--- config.mk ---
export PLATFORM = sky130hd
export DESIGN_NAME = piso_tx_arbiter
export DESIGN_NICKNAME = d
export VERILOG_FILES = /design/src/rtl/piso_tx_arbiter.sv
export SDC_FILE = /design/constraint.sdc
export NUM_CORES = 1
export LEC_CHECK = 0
export CORE_ASPECT_RATIO = 0.75
export CORE_MARGIN = 1.5
export CORE_UTILIZATION = 30
export DETAILED_ROUTE_END_ITERATION = 16
export GPL_ROUTABILITY_DRIVEN = 0
export PLACE_DENSITY = 0.65
export RECOVER_POWER = 50
export SYNTH_ARGS = -nofsm -noshare
export SYNTH_HDL_FRONTEND = slang
export SYNTH_SLANG_ARGS = --single-unit
--- constraint.sdc ---
create_clock -name clk -period 2.1 [get_ports clk]
set_clock_uncertainty 0.1 [all_clocks]
set_input_delay 0.42 -clock clk [delete_from_list [all_inputs] [get_ports clk]]
set_output_delay 0.42 -clock clk [all_outputs]
set_load 0.05 [all_outputs]
--- src/rtl/piso_tx_arbiter.sv ---
// piso_tx_arbiter: round-robin sharing of one external PISO among NREQ word producers.
module piso_tx_arbiter #(
  parameter int NREQ = 4,
  parameter int W = 4,
  parameter int IDW = $clog2(NREQ)
) (
  input  logic              clk,
  input  logic              rst_n,
  input  logic [NREQ-1:0]   req,
  input  logic [NREQ*W-1:0] data,
  output logic [NREQ-1:0]   grant,
  output logic              piso_ctrl,
  output logic [W-1:0]      piso_d,
  output logic              bit_valid,
  output logic              bit_first,
  output logic              bit_last,
  output logic [IDW-1:0]    owner,
  output logic              busy
);
  localparam int CW = $clog2(W);
  typedef enum logic {IDLE, SHIFT} state_t;
  state_t state, state_nx;
  logic [CW-1:0] cnt, cnt_nx;
  logic [IDW-1:0] ptr, ptr_nx, owner_nx, win, k;
  logic found, last, arb;
  always_comb begin
    found = 1'b0;
    win = '0;
    k = '0;
    for (int i = 1; i <= NREQ; i++) begin
      k = IDW'((int'(ptr) + i) % NREQ);
      if (!found && req[k]) begin
        found = 1'b1;
        win = k;
      end
    end
  end
  // A new word is loaded from IDLE or on the final shift cycle, so frames can run back-to-back.
  always_comb begin
    last = cnt == CW'(W - 1);
    arb = rst_n && found && (state == IDLE || last);
    grant = arb ? (NREQ'(1) << win) : '0;
    piso_d = arb ? data[int'(win)*W +: W] : '0;
    busy = rst_n && state == SHIFT;
    piso_ctrl = busy && !last;
    bit_valid = busy;
    bit_first = busy && cnt == '0;
    bit_last = busy && last;
    state_nx = state;
    cnt_nx = cnt;
    ptr_nx = ptr;
    owner_nx = owner;
    if (arb) begin
      state_nx = SHIFT;
      cnt_nx = '0;
      ptr_nx = win;
      owner_nx = win;
    end else if (busy && !last) begin
      cnt_nx = cnt + 1'b1;
    end else if (busy) begin
      state_nx = IDLE;
      cnt_nx = '0;
    end
  end
  always_ff @(posedge clk) begin
    if (!rst_n) begin
      state <= IDLE;
      cnt <= '0;
      ptr <= IDW'(NREQ - 1);
      owner <= '0;
    end else begin
      state <= state_nx;
      cnt <= cnt_nx;
      ptr <= ptr_nx;
      owner <= owner_nx;
    end
  end
endmodule

==> reports/qor.txt <==
Status: finished, violations left
Failing checks: setup timing
IO Port Bufs: 36
Yosys warns: 0
P&R area growth vs syn: 150%
Post-synth EDFFs: 0
RSZ-0062 raised after global routing: true
Final TNS setup: -2.23 ns
Sequential area share after synthesis: 23.9%
Mapped Area: 586 µm²
Synth unique cells: 27
Pwr/cell area: 517 nW/µm²
Lkg Pwr: 0.615 nW
Worst vdd ir: 357 µV
CP Cell Sequence: mux2i_4 -> o22ai_4 -> o21bai_4 -> buf_12 -> mux2i_4 -> o22ai_2 -> buf_12
Max Root-Sink Buffers: 2
Grt ovf: 0
Placeable Area: 1790 µm²
Die W: 54.0 µm
Rows: 13
DR pass1 iterations: 3
PnR Total Power: 0.000756 W
Flops & latches, synth: 7
DRC Markers: 0
Clock latency on the worst-skew pair: 0.26 ns
Ant diodes: 0
CP peak stage delay: 0.37 ns
Post-Route WL: 2360 µm
Worst EP required: 1.58 ns
CP max FO: 5
Synth area leader: dfxtp_1
Async SR Flop Fraction: 0%
Count leader, synth: mux2i_1
CP max stage cell: dfxtp_4
Die Span Y: 41.3 µm
All-Layer GR Usage: 23.7%
Clock sink count: 7
Clock root buffer: clkbuf_4
Syn_nets: 99
Layout filler cell count: 102
Sequential Area: 144 µm²
Final Cycle Share: 113%
Post-synth top cells: mux2i_1 (9), dfxtp_1 (7), nand2_1 (7), nor2_1 (7), inv_1 (6)
Vias in the first global route: 735
Synth top area share: 23.9%
Crit path max-delay family: compound AO/OA/AOI/OAI gates
Wire per inst: 15.4 µm
Via density: 4.88
Dpl ws: -0.544 ns
Hpwl dp: 1500 µm
DR vias: 746
Hold Slack: 0.373 ns
Share of post-route cells with drive strength above 1: 51.1%
Antenna Nets Post-Route: 0
Avg Cell Area, Syn: 7.81 µm²
Final setup fails: 13
Number of CTS-inserted buffers: 3
Largest net degree at the start of global routing: 11
Slew @ Worst Pin: 0.503 ns
Max Cap Viol: 0
Slew headroom: 66.4%
Crit path kind: reg2out
Hold crit path type: reg2reg
Multi-input combinational cell area: 569 µm²
Initial antenna violation count: 0
Arrival time at the worst endpoint: 1.86 ns
Startpoint Class: flip-flop
Die Area: 2230 µm²
Hold buffer count at CTS: 0
Final worst slack: -0.278 ns
Top-level I/O count: 37
Clock-pin slew on the worst setup and hold paths: 0.05 ns
H-tree depth: 1
TritonCTS clock tree: done
Nets: 156
Final Hold Fails: 0
Drt initial violations: 8
Fmax achieved: 421 MHz
Worst Setup End Kind: primary output
Top_reg_cell synth: dfxtp_1
Period minus WS final: 2.38 ns
Initial Util: 32.7%
Synth top area cells: dfxtp_1 (24%), mux2i_1 (15%), nand2_1 (4.5%), nor2_1 (4.5%), and3_1 (4.3%)
Synthesized instance count: 75
Max-slew violation count: 0
Global-route wire length before repair: 3480 µm
Bufs and invs on worst path: 2
==> what timing repair did <==
action | 4_1_cts | 5_1_grt
setup buffers | 8 | 0
pin swaps | 10 | 5
gates resized for setup | 39 | 14
endpoints found under the setup margin | 9 | 12
==> per-layer routing <==
metal	global-route usage, %	share of wire, %	vias up
li1	-	-	374
met1	25.8	41	351
met2	45.7	55	17
met3	6.20	3.5	4
met4	7.50	0.93	0
met5	0	0	-
==> through the flow <==
step                instance area [µm²]  utilization (%)  instances
global placement                   1180             66.2        141
global route                       1460             81.7        153
floorplan                           613                -         75
detailed placement                 1180             66.2        141
CTS                                1400             78.0        153
finish                             1460             81.7        153
==> tightest hold or removal path, delay by kind of cell, from the launching register on <==
kind | cells | cell delay (ns)
flops | 1 | 0.31
simple gates | 2 | 0.11
==> cell usage in the layout, fill, tap and decap left out, drive strengths merged <==
cell            n
a21oi           4
nand2b          4
a21o            1
nor2b           2
o21a            1
a21boi          1
nand3           3
nand2           7
o21bai          1
dfxtp           7
o32a            1
o21ai           2
mux2i           9
and3            4
a31oi           2
nor2            7
nor3            1
o22ai           5
clkbuf          5
clkdlybuf4s50  19
clkdlybuf4s15   3
inv             7
ha              2
buf            33
==> sequential cells by signal, summed over array words and instances (netlist names) <==
register / count
cnt: 2
owner: 2
ptr: 2
state: 1
==> cell type report <==
type | instances | share of cell area [%]
repair buffers | 56 | 45.7
multi-input cells | 57 | 39.0
flip-flops and latches | 7 | 9.85
well taps | 22 | 1.88
clock buffers | 4 | 1.80
inverters | 7 | 1.80
==> where the power goes <==
group          total, W  internal, W  switching (W)
clock network  0.000126    0.0000727      0.0000535
registers      0.000162     0.000148      0.0000139
logic          0.000469     0.000248       0.000221
total          0.000756     0.000468       0.000288
==> cells by family after synthesis <==
logic type	after synthesis	synth area share (%)
buffers and inverters	11	10.9
adder cells (fa/ha/maj)	2	4.27
AO/OA/AOI/OAI	18	22.4
multiplexers	9	15.4
flip-flops	7	23.9
AND/OR/NAND/NOR	28	23.1
==> final timing paths <==
| kind | slack (ns) | end | start | cells past startpoint |
|---|---|---|---|---|
| max | -0.28 | piso_d[2] | ptr[1] | 7 |
| min | 0.37 | owner[1] | owner[1] | 2 |
| max reg2reg | 0.50 | owner[0] | ptr[1] | 6 |
| min reg2reg | 0.37 | owner[1] | owner[1] | 2 |
Note: power is estimated with default switching activity, not from simulation.
